**config.mk**
```make
export PLATFORM = sky130hd
export DESIGN_NAME = vfpu_job_ctrl
export DESIGN_NICKNAME = d
export VERILOG_FILES = /design/src/rtl/vfpu_job_ctrl.sv
export SDC_FILE = /design/constraint.sdc
export NUM_CORES = 1
export LEC_CHECK = 0
export ABC_CLOCK_PERIOD_IN_PS = 6200
export BUFFER_PORTS_ARGS = -buffer_cell sky130_fd_sc_hd__buf_2
export CORE_AREA = 2 2 347 349
export DETAILED_ROUTE_END_ITERATION = 16
export DIE_AREA = 0 0 349 351
export PLACE_DENSITY = 0.33
export SETUP_SLACK_MARGIN = 0.3
export SYNTH_ARGS = -nofsm -noshare
export SYNTH_HDL_FRONTEND = slang
export SYNTH_SLANG_ARGS = --single-unit
```
**constraint.sdc**
```tcl
create_clock -name clk_i -period 6.2 [get_ports clk_i]
set_input_delay 0.93 -clock clk_i [delete_from_list [all_inputs] [get_ports clk_i]]
set_output_delay 0.93 -clock clk_i [all_outputs]
set_load 0.01 [all_outputs]
```
**src/rtl/vfpu_job_ctrl.sv**
```systemverilog
// Vector FPU job controller: snapshots job registers, issues streamer configs, runs engine, signals completion.
// Latency: start -> config valid in 2 cycles; terminal condition -> done_o 1 cycle later.
// Backpressure: config held valid per streamer until accepted; VFPU_JOB_CTRL_PERF_CNT_EN adds a busy-cycle counter.
module vfpu_job_ctrl #(
    parameter int NB_REGS = 14,
    parameter int REG_W   = 32,
    parameter int OP_W    = 4
) (
    input  logic                 clk_i,
    input  logic                 rst_ni,
    input  logic                 clear_i,
    input  logic                 start_i,
    input  logic [NB_REGS*REG_W-1:0] reg_file_i,
    output logic [12*REG_W-1:0]  stream_cfg_o,
    output logic [2:0]           stream_cfg_valid_o,
    input  logic [2:0]           stream_cfg_ready_i,
    input  logic [2:0]           stream_done_i,
    output logic [OP_W-1:0]      op_sel_o,
    output logic                 engine_en_o,
    input  logic                 result_valid_i,
    input  logic                 result_ready_i,
    output logic [REG_W-1:0]     tx_count_o,
    output logic                 busy_o,
`ifdef VFPU_JOB_CTRL_PERF_CNT_EN
    output logic [REG_W-1:0]     perf_cycles_o,
`endif
    output logic                 done_o
);

    typedef enum logic [2:0] {IDLE, LATCH, ISSUE, RUN, DONE} state_t;

    state_t                state_q, state_d;
    logic [12*REG_W-1:0]   cfg_q;
    logic [OP_W-1:0]       op_q;
    logic [REG_W-1:0]      size_q;
    logic [REG_W-1:0]      cnt_q, cnt_d;
    logic [2:0]            vld_q, vld_rem;
    logic [2:0]            sticky_q, sticky_d;
    logic                  beat;
    logic                  load;

    // Register 13 carries only the op select; its upper bits are don't-care.
    logic unused_reg_bits;
    assign unused_reg_bits = ^reg_file_i[NB_REGS*REG_W-1:13*REG_W+OP_W];

    assign beat    = result_valid_i & result_ready_i;
    assign load    = (state_q == IDLE) & start_i;
    assign vld_rem = vld_q & ~stream_cfg_ready_i;

    always_comb begin
        cnt_d = cnt_q;
        if ((state_q == RUN) && beat && (cnt_q < size_q)) begin
            cnt_d = cnt_q + 1'b1;
        end
    end

    always_comb begin
        sticky_d = sticky_q;
        if ((state_q == ISSUE) || (state_q == RUN)) begin
            sticky_d = sticky_q | stream_done_i;
        end
    end

    always_comb begin
        state_d = state_q;
        case (state_q)
            IDLE:    if (start_i) state_d = LATCH;
            LATCH:   state_d = (size_q == '0) ? DONE : ISSUE;
            ISSUE:   if (vld_rem == 3'b000) state_d = RUN;
            RUN:     if ((cnt_d == size_q) && (&sticky_d)) state_d = DONE;
            DONE:    state_d = IDLE;
            default: state_d = IDLE;
        endcase
        if (clear_i) begin
            state_d = IDLE;
        end
    end

    always_ff @(posedge clk_i or negedge rst_ni) begin
        if (!rst_ni) begin
            state_q  <= IDLE;
            vld_q    <= '0;
            sticky_q <= '0;
            cnt_q    <= '0;
        end else if (clear_i) begin
            state_q  <= IDLE;
            vld_q    <= '0;
            sticky_q <= '0;
            cnt_q    <= '0;
        end else begin
            state_q <= state_d;
            if (load) begin
                sticky_q <= '0;
                cnt_q    <= '0;
            end else begin
                sticky_q <= sticky_d;
                cnt_q    <= cnt_d;
            end
            // All three configs go out together; each retires on its own handshake.
            if ((state_q == LATCH) && (state_d == ISSUE)) begin
                vld_q <= 3'b111;
            end else begin
                vld_q <= vld_rem;
            end
        end
    end

    // Shadow survives clear so software can inspect the aborted job.
    always_ff @(posedge clk_i or negedge rst_ni) begin
        if (!rst_ni) begin
            cfg_q  <= '0;
            op_q   <= '0;
            size_q <= '0;
        end else if (!clear_i && load) begin
            cfg_q  <= reg_file_i[12*REG_W-1:0];
            size_q <= reg_file_i[12*REG_W +: REG_W];
            op_q   <= reg_file_i[13*REG_W +: OP_W];
        end
    end

`ifdef VFPU_JOB_CTRL_PERF_CNT_EN
    logic [REG_W-1:0] perf_q;

    always_ff @(posedge clk_i or negedge rst_ni) begin
        if (!rst_ni) begin
            perf_q <= '0;
        end else if (clear_i || load) begin
            perf_q <= '0;
        end else if ((state_q != IDLE) && (perf_q != '1)) begin
            perf_q <= perf_q + 1'b1;
        end
    end

    assign perf_cycles_o = perf_q;
`endif

    assign stream_cfg_o       = cfg_q;
    assign stream_cfg_valid_o = vld_q;
    assign op_sel_o           = op_q;
    assign engine_en_o        = (state_q == RUN);
    assign tx_count_o         = cnt_q;
    assign busy_o             = (state_q != IDLE);
    assign done_o             = (state_q == DONE);

endmodule

```
[Yosys cells after proc, flatten, opt, wreduce, memory -nomap -nowiden]
Index checks and enable logic that the tools add are counted.
Storage, ports and cells
  bits in registers: 461
  input port bits: 460
  output and inout bits: 426
  logic and storage cells: 47
Operators by class
  add/subtract/negate cells: 1
  $lt $le $gt $ge: 1
  equality and inequality tests: 6
  multiplexer cells: 15
  bitwise operators: 5
  reductions and logical operators: 12
Operator list (count)
  $mux 32: 3
  $mux 3: 11
  $add 32x1->32 const B: 1
  $eq 32x32->1: 1
  $logic_not 32->1: 1
  $lt 32x32->1: 1
  $pmux 3 s4: 1
  $eq 3x2->1 const B: 3
  $logic_not 3->1: 2
  $logic_and 1x1->1: 5
  $and 3x3->3: 1
  $eq 3x1->1 const B: 1
  $eq 3x3->1 const B: 1
  $not 3->3: 1
  $or 3x3->3: 1
  $reduce_and 3->1: 1
  $reduce_bool 3->1: 1
  $and 1x1->1: 2
  $logic_not 1->1: 1
  $logic_or 1x1->1: 1

[Depth between registers and ports, before layout]
Gate-level depths: netlist of run 1.
  depth after elaboration: 13
  mapped depth: 15

[Worst setup path after synthesis of run 1]
OpenSTA, ideal clock, no wires.
  kind: register to register
  from: reg cnt_q[6], in the netlist tx_count_o[6]
  to: reg state_q[0]
  data arrival time: 3542 ps
  path slack: 2540 ps
  cell stages (with the launch flop): 13
  buffers on the path: 0
  clock period less this slack: 3660 ps
  cells stage by stage: dfrtp_1 > ha_1 > a21o_1 > a221oi_1 > o21a_1 > o41ai_4 > a2111oi_0 > nor3_1 > or4_1 > nor4b_1 > nand4_1 > o311a_1 > o21a_1
On the way
  longest elaborated chain between the ends: 9
  elaborated cells between the ends (all ways): 10
  those cells by class: add/sub (1); order compare (1); eq/ne (1); mux (5); reduce/logical (2)
RTL lines
  start: declaration: RTL line 36  | logic [REG_W-1:0] cnt_q, cnt_d;
  start signal: assignment: RTL line 97  | cnt_q <= cnt_d;
  $lt 32x32->1: RTL line 52  | if ((state_q == RUN) && beat && (cnt_q < size_q)) begin
  $logic_and 1x1->1: RTL line 52
  $mux 32 *: RTL line 52
  $eq 32x32->1 *: RTL line 70  | RUN: if ((cnt_d == size_q) && (&sticky_d)) state_d = DONE;
  $logic_and 1x1->1 *: RTL line 70
  $mux 3 *: RTL line 70
  $pmux 3 s4 *: RTL line 66  | case (state_q)
  $mux 3 *: RTL line 74  | if (clear_i) begin
  $mux 3 *: RTL line 85  | end else if (clear_i) begin
  end signal: assignment: RTL line 91  | state_q <= state_d;
  end: declaration: RTL line 32  | state_t state_q, state_d;
Every way passes the cells marked *; elsewhere a longest branch is shown, timed or not.
A chain may end at the register's enable or synchronous reset.

[Worst setup path after layout of run 1]
  from: reg size_q[31]
  to: reg state_q[0]
On the way
  longest elaborated chain between the ends: 9
RTL lines
  start: declaration: RTL line 35  | logic [REG_W-1:0] size_q;
  start signal: assignment: RTL line 116  | size_q <= reg_file_i[12*REG_W +: REG_W];
  $lt 32x32->1: RTL line 52
  $logic_and 1x1->1: RTL line 52
  $mux 32: RTL line 52
  $eq 32x32->1 *: RTL line 70
  $logic_and 1x1->1 *: RTL line 70
  $mux 3 *: RTL line 70
  $pmux 3 s4 *: RTL line 66
  $mux 3 *: RTL line 74
  $mux 3 *: RTL line 85
Marks and branches as above.

==> results of run 1 <==
-- through the flow --
step	util	hold slack [ns]	power, W	setup slack, ns	std cells
CTS	0.2337	0.2934	0.01114	1.413	3870
detailed placement	0.2153	0.4871	0.007169	1.414	3754
finish	0.2338	0.3163	0.01086	1.372	3877
global route	0.2337	0.3313	0.01149	1.093	3873
floorplan	-	0.4640	0.005569	2.540	1392
global placement	0.2153	0.4800	0.007148	1.481	3754
-- kinds of logic after synthesis --
group / after synthesis
fa+ha+maj: 32
compound gates: 100
simple gates: 217
buf+inv: 106
mux: 423
flops: 461
xor+xnor: 53
-- area by class of cell --
class                   count  area [µm²]  area share
flip-flops and latches    461       11540      0.4146
diodes                      7       17.52   0.0006295
inverters                  40       150.1    0.005396
clock inverters            23       321.6     0.01156
clock buffers              93        1863     0.06695
multi-input cells         825        7455      0.2679
repair buffers            880        4547      0.1634
well taps                1548        1937     0.06960
-- routing by layer --
| layer | part of all wire | GRT usage | up-vias | wire [µm] |
|---|---|---|---|---|
| li1 | - | - | 6767 | - |
| met4 | 0.044 | 0.06492 | 44 | 3750 |
| met5 | 0.0031 | 0 | - | 269 |
| met2 | 0.50 | 0.2250 | 586 | 42440 |
| met1 | 0.38 | 0.1515 | 7629 | 32140 |
| met3 | 0.082 | 0.04833 | 184 | 6985 |
-- sequential cells by signal, summed over array words and instances (netlist names) --
| signal | count |
|---|---|
| stream_cfg_o | 384 |
| sticky_q | 3 |
| tx_count_o | 32 |
| size_q | 32 |
| op_sel_o | 4 |
| state_q | 3 |
| stream_cfg_valid_o | 3 |
-- final timing paths --
kind / to / slack (ns) / cells past startpoint
worst max-delay path: state_q[0] / 1.37 / 13
worst min-delay path: stream_cfg_o[298] / 0.32 / 1
worst max register to register: state_q[0] / 1.37 / 13
worst min register to register: sticky_q[1] / 0.49 / 2
max in group asynchronous: stream_cfg_o[325] / 4.54 / 2
min in group clk_i: sticky_q[1] / 0.49 / 2
-- placed cells by master (no fill, tap or decap), types with 8 or more instances in the layout --
master     netlist  routed
a31oi_1          9       9
ha_1            32      32
nor2_1          59      59
nor3_1          18      18
nor4_1          14      14
nand4_1         24      24
inv_1           40      40
clkinv_2         0      10
nand2_1         32      32
o21ai_0         12      12
xor2_1          16      16
xnor2_1         37      37
nand3_1         28      28
mux2_2         420     420
clkbuf_16        0      66
buf_4            0      17
clkbuf_1        62      16
nand2b_1         8       8
a21oi_1         27      27
clkbuf_8         0      11
buf_2            4     856
dfrtp_1        461     461
-- power groups by stage --
| stage | Combinational (W) | Sequential (W) | Clock, W |
|---|---|---|---|
| global route | 0.00299 | 0.00438 | 0.00412 |
| finish | 0.00277 | 0.00427 | 0.00382 |
| CTS | 0.00286 | 0.00428 | 0.00400 |
| floorplan | 0.00100 | 0.00457 | 0 |
| global placement | 0.00285 | 0.00430 | 0 |
| detailed placement | 0.00286 | 0.00431 | 0 |
==> metrics.csv, run 1 <==
stage;metric;value;unit
global_routing;grt_pass1_wl;118500;µm
worst_setup_path;crit_path_start_kind;register;
pwr;pwr_density_cell;390.4;nW/µm²
pwr;peakVddDrop;0.0002023;V
final_layout;syn_to_final_growth;43.51;%
floorplan;ios;886;
pwr;seqPwrFrac;0.393;
synthesis;synth_area;19390;µm²
pwr;power.switching;0.003481;W
final_layout;nets;2766;
final_layout;stdcell_area;27830;µm²
worst_setup_path;endpoint_kind;register;
timing;worst_pin_slew;1.007;ns
synthesis;synth_compound_area_frac;0.03704;
synthesis;synthCells;1392;
drt;drc_errors;0;
pwr;switching_share;0.3204;
synthesis;ys_seq_elements;461;
clock_tree;clkTransAtPathRegs;0.06;ns
worst_setup_path;cp_max_fo;12;
synthesis;synth_flop_cell;dfrtp_1;
worst_setup_path;crit_slowest_cell;nor3_2;
drt;first_iter_violations;652;
clock_tree;h-tree-depth;3;
clock_tree;cts_num_sinks;461;
timing;min_period;4.828;ns
synthesis;ys_seq_area_frac;0.5950;
pwr;p_leak;13.05;nW
clock_tree;cts_tree;done;
synthesis;synth_top_family_by_area;multiplexers;
timing;period_share;0.7786;
synthesis;yosysWarnings;0;
synthesis;synth-async-reset-ratio;1.000;
floorplan;core;119000;µm²
global_routing;grt_start_max_net_pins;122;
synthesis;yosys.area_share.xor_xnor;0.02394;
pwr;p_int;0.007383;W
drt;wl_per_cell;22.08;µm
synthesis;synth.distinct_cells;58;
pwr;combPwrFrac;0.255;
synthesis;synth_edf_count;0;
run_status;status;complete, no violations;
synthesis;synth_top_area_cell;dfrtp_1;
timing;skew;0.02629;ns
clock_tree;ctsResizeCount;0;
clock_tree;post_cts_buffers;0;
run;cap_violations;0;
drt;postRouteAntennaNets;0;
clock_tree;cts_buffers;66;
clock_tree;cts-root-buf;clkbuf_16;
global_routing;grt_pass1_vias;16040;
worst_setup_path;arrival;5.34;ns
floorplan;die_h;351;µm
worst_setup_path;cp_num_buf_inv;2;
synthesis;yosysTopAreaCellShare;0.5950;
global_routing;grt.overflow.total;0;
drt;vias_per_cell;3.923;
worst_setup_path;cp_data_required_time;6.71;ns
placement;place.gp.congestion;0.8417;
synthesis;synthMuxAreaShare;0.2455;
placement;place_hpwl;67770;µm
worst_setup_path;critical_path.cell_chain;inv_1 -> ha_1 -> nand4_1 -> nor4_1 -> inv_1 -> nor3_2 -> a211oi_2 -> nor4b_1 -> or4_1 -> nor4b_1 -> nand4_1 -> o311a_1 -> o21a_1;
worst_setup_path;critPathKind;register to register;
floorplan;dieArea;122500;µm²
final_layout;drive_gt1_frac;0.6077;
global_routing;grtUsageTotal;0.1343;
floorplan;die_w;349;µm
timing;tns;0;ns
final_layout;nFillCells;12800;
synthesis;avgSynthCellArea;13.93;µm²
timing;rsz0062_at_grt;no;
timing;fmax;0.2071;GHz
pwr;pwr-share-clk;0.352;
synthesis;synth.net_count;1884;
worst_setup_path;cp_slowest_stage_delay;0.81;ns
hold_path;hold_path.class;input pin to async pin;
drt;num_vias;15210;
clock_tree;cts_hold_buf;0;
clock_tree;clk_path_buf_depth;3;
placement;placed_area;25620;µm²
synthesis;yosys.cell_count.top_type;dfrtp_1;
synthesis;synthTopCellsByArea;dfrtp_1 59%, mux2_2 24%, ha_1 2.1%;
worst_setup_path;cp-startpoint;size_q[31];
timing;slew_headroom;0.3235;
floorplan;start_util;0.1629;
timing;finalHoldViolCount;0;
worst_setup_path;critical-path-top-delay-family;simple AND/OR/NAND/NOR gates;
timing;finalSetupViolCount;0;
drt;totalWireLength;85590;µm
clock_tree;clock_latency;0.63;ns
drt;drt_pass1_iterations;5;
synthesis;yosys.area_share.adder;0.02065;
placement;io_buffers;857;
timing;finalMaxSlewViolations;0;
global_routing;antenna_found_initial;49;
worst_setup_path;r2r-start;size_q[31];
synthesis;ys_top_cells_by_count;461 x dfrtp_1, 420 x mux2_2, 62 x clkbuf_1;
floorplan;rows;127;
synthesis;synthSimpleGateAreaFrac;0.05717;
Note: power is estimated with default switching activity, not from simulation.
==> inputs of run 2 (changes only) <==
--- a/config.mk
+++ b/config.mk
@@ -5,12 +5,12 @@
 export SDC_FILE = /design/constraint.sdc
 export NUM_CORES = 1
 export LEC_CHECK = 0
-export ABC_CLOCK_PERIOD_IN_PS = 6200
+export ABC_CLOCK_PERIOD_IN_PS = 4190
 export BUFFER_PORTS_ARGS = -buffer_cell sky130_fd_sc_hd__buf_2
 export CORE_AREA = 2 2 347 349
 export DETAILED_ROUTE_END_ITERATION = 16
 export DIE_AREA = 0 0 349 351
-export PLACE_DENSITY = 0.33
+export PLACE_DENSITY = 0.34
 export SETUP_SLACK_MARGIN = 0.3
 export SYNTH_ARGS = -nofsm -noshare
 export SYNTH_HDL_FRONTEND = slang
==> constraint.sdc (replaced) <==
create_clock -name clk_i -period 4.19 [get_ports clk_i]
set_input_delay 0.6285 -clock clk_i [delete_from_list [all_inputs] [get_ports clk_i]]
set_output_delay 0.6285 -clock clk_i [all_outputs]
set_load 0.01 [all_outputs]
==> run 2 against run 1 <==
Cell area increased by 3.2%. Register-to-register slack worse by 1.0 ns. Total power rose by 47%. Die area unchanged. Global-route usage is 0.62 points higher. Fmax rose by 26%. Sequential share of layout area is 1.3 points lower. Wire length grew 5.3%. Critical path type unchanged. Largest cell class unchanged.
==> metrics.csv, run 2 (same netlist as run 1, synthesis figures left out) <==
stage;metric;value;unit
floorplan;die_h;351;µm
timing;min_period;3.837;ns
worst_setup_path;arrival;4.37;ns
global_routing;grt.overflow.total;0;
floorplan;dieArea;122500;µm²
final_layout;layout.area.seq;11540;µm²
pwr;peakVddDrop;0.0003389;V
drt;wl_met3;8080;µm
timing;finalHoldViolCount;0;
clock_tree;clkTransAtPathRegs;0.06;ns
global_routing;grt_start_max_net_pins;113;
clock_tree;h-tree-depth;2;
pwr;pwr_density_cell;555.7;nW/µm²
floorplan;die_w;349;µm
timing;period_share;0.9157;
drt;vias_per_cell;3.926;
final_layout;syn_to_final_growth;48.17;%
clock_tree;cts_tree;done;
floorplan;ios;886;
drt;drt_pass1_iterations;5;
pwr;seqPwrFrac;0.388;
clock_tree;clk_path_buf_depth;3;
final_layout;mostFrequentLayoutCells;856 x buf_2, 461 x dfrtp_1, 420 x mux2_2, 122 x buf_4, 63 x clkbuf_16;
run;cap_violations;0;
drt;met1_length;34350;µm
timing;skew;0.01823;ns
drt;drc_errors;0;
final_layout;nFillCells;12810;
drt;route.met2.wl;44960;µm
worst_setup_path;cp_max_fo;5;
global_routing;grtUsageTotal;0.1405;
drt;postRouteAntennaNets;0;
pwr;combPwrFrac;0.280;
pwr;p_leak;13.58;nW
worst_setup_path;cp-startpoint;tx_count_o[7];
final_layout;largest_reg_flops;384;
clock_tree;cts-root-buf;clkbuf_16;
pwr;finalPower;0.01596;W
worst_setup_path;crit_path_start_kind;register;
floorplan;rows;127;
drt;totalWireLength;90130;µm
floorplan;start_util;0.1629;
worst_setup_path;r2r-start;tx_count_o[7];
worst_setup_path;endpoint_kind;register;
placement;pre_cts_slack;-0.05487;ns
clock_tree;cts_buffers;61;
global_routing;grt_pass1_vias;16360;
placement;io_buffers;857;
placement;place_hpwl;72510;µm
placement;place.gp.congestion;0.8297;
timing;finalMaxSlewViolations;0;
worst_setup_path;critPathKind;register to register;
timing;finalSetupViolCount;0;
timing;fmax;0.2606;GHz
final_layout;nets;2874;
global_routing;grt_pass1_wl;123800;µm
timing;final.setup.worst_slack;0.3533;ns
final_layout;multiInputGateArea;7582;µm²
pwr;p_int;0.01082;W
final_layout;fin_cells;3992;
placement;placedCellCount;3858;
drt;wl_per_cell;22.58;µm
final_layout;drive_gt1_frac;0.6318;
global_routing;antenna_found_initial;72;
drt;highest_layer;met5;
pwr;pwr-share-clk;0.331;
floorplan;core;119000;µm²
hold_path;hold_path.class;input pin to register;
worst_setup_path;cp_data_required_time;4.73;ns
pwr;power.switching;0.005149;W
final_layout;layout_commonest_cell;buf_2;
pwr;switching_share;0.3225;
clock_tree;cts_num_sinks;461;
timing;rsz0062_at_grt;yes;
drt;first_iter_violations;604;
timing;slew_headroom;0.2927;
drt;num_vias;15670;
clock_tree;clock_latency;0.66;ns
run_status;status;complete, no violations;
hold_path;min-delay-start;reg_file_i[24];
timing;worst_pin_slew;1.061;ns
==> run 2: cell count changes in the layout (fill, tap and decap cells not counted), sizes merged <==
cell         delta
clkinv          -1
diode           +6
inv             -1
dlygate4sd3     +1
clkbuf          -1
bufinv          -1
buf           +111
clkinvlp        +1
==> run 2: through the flow <==
step | hold slack, ns | util | cell area (µm²) | setup TNS, ns
3_5_place_dp | 0.4864 | 0.2224 | 26480 | -0.05487
2_1_floorplan | 0.3329 | - | 19390 | 0
6_report | 0.1978 | 0.2414 | 28730 | 0
5_1_grt | 0.1479 | 0.2412 | 28710 | 0
4_1_cts | 0.1192 | 0.2397 | 28530 | 0
3_3_place_gp | 0.4818 | 0.2224 | 26480 | -0.03742
==> run 2: timing repair <==
item / CTS / global route
pin swaps: 1 / 12
gates resized for setup: 6 / 16
hold buffers: 1 / 0
buffers inserted: 1 / 6
endpoints found under the hold margin: 25 / 0
endpoints found under the setup margin: 3 / 3
cloned: 0 / 1
==> run 2: power groups by stage <==
stage	Clock [W]	Sequential, W	Combinational (W)
2_1_floorplan	0	0.00676	0.00148
3_3_place_gp	0	0.00626	0.00458
3_5_place_dp	0	0.00627	0.00460
4_1_cts	0.00555	0.00621	0.00461
5_1_grt	0.00570	0.00636	0.00482
6_report	0.00529	0.00620	0.00448
==> run 2: cell type report <==
type,instances,area share
Sequential cell,461,0.4015
Clock inverter,21,0.007665
Clock buffer,91,0.06232
Inverter,40,0.005226
Antenna cell,13,0.001132
Tap cell,1548,0.06742
Timing Repair Buffer,993,0.1908
Multi-Input combinational cell,825,0.2639
==> run 2: final timing paths <==
path                                     end  slack (ns)  cells past startpoint
min in group asynchronous  stream_cfg_o[192]        0.54                      2
max in group asynchronous  stream_cfg_o[377]        2.61                      3
min reg2reg                stream_cfg_o[314]        0.50                      1
min                         stream_cfg_o[24]        0.20                      2
max reg2reg                       state_q[0]        0.35                     13
max                               state_q[0]        0.35                     13
==> run 2: metal layers <==
metal  track usage  up-vias
met5             0        -
met4       0.03853       76
met3       0.05753      190
met2        0.2406      542
met1        0.1608     7871
li1              -     6993
==> run 2: worst max-delay path: stages (launching register included) <==
cell,delay [ns]
dfrtp_1,0.39
buf_4,0.19
nand4_1,0.20
or4_4,0.62
or2_2,0.35
a211o_1,0.31
buf_4,0.14
o211ai_1,0.26
and4_1,0.26
and4_1,0.21
nand4_1,0.12
buf_6,0.15
o311a_1,0.35
o21a_1,0.16
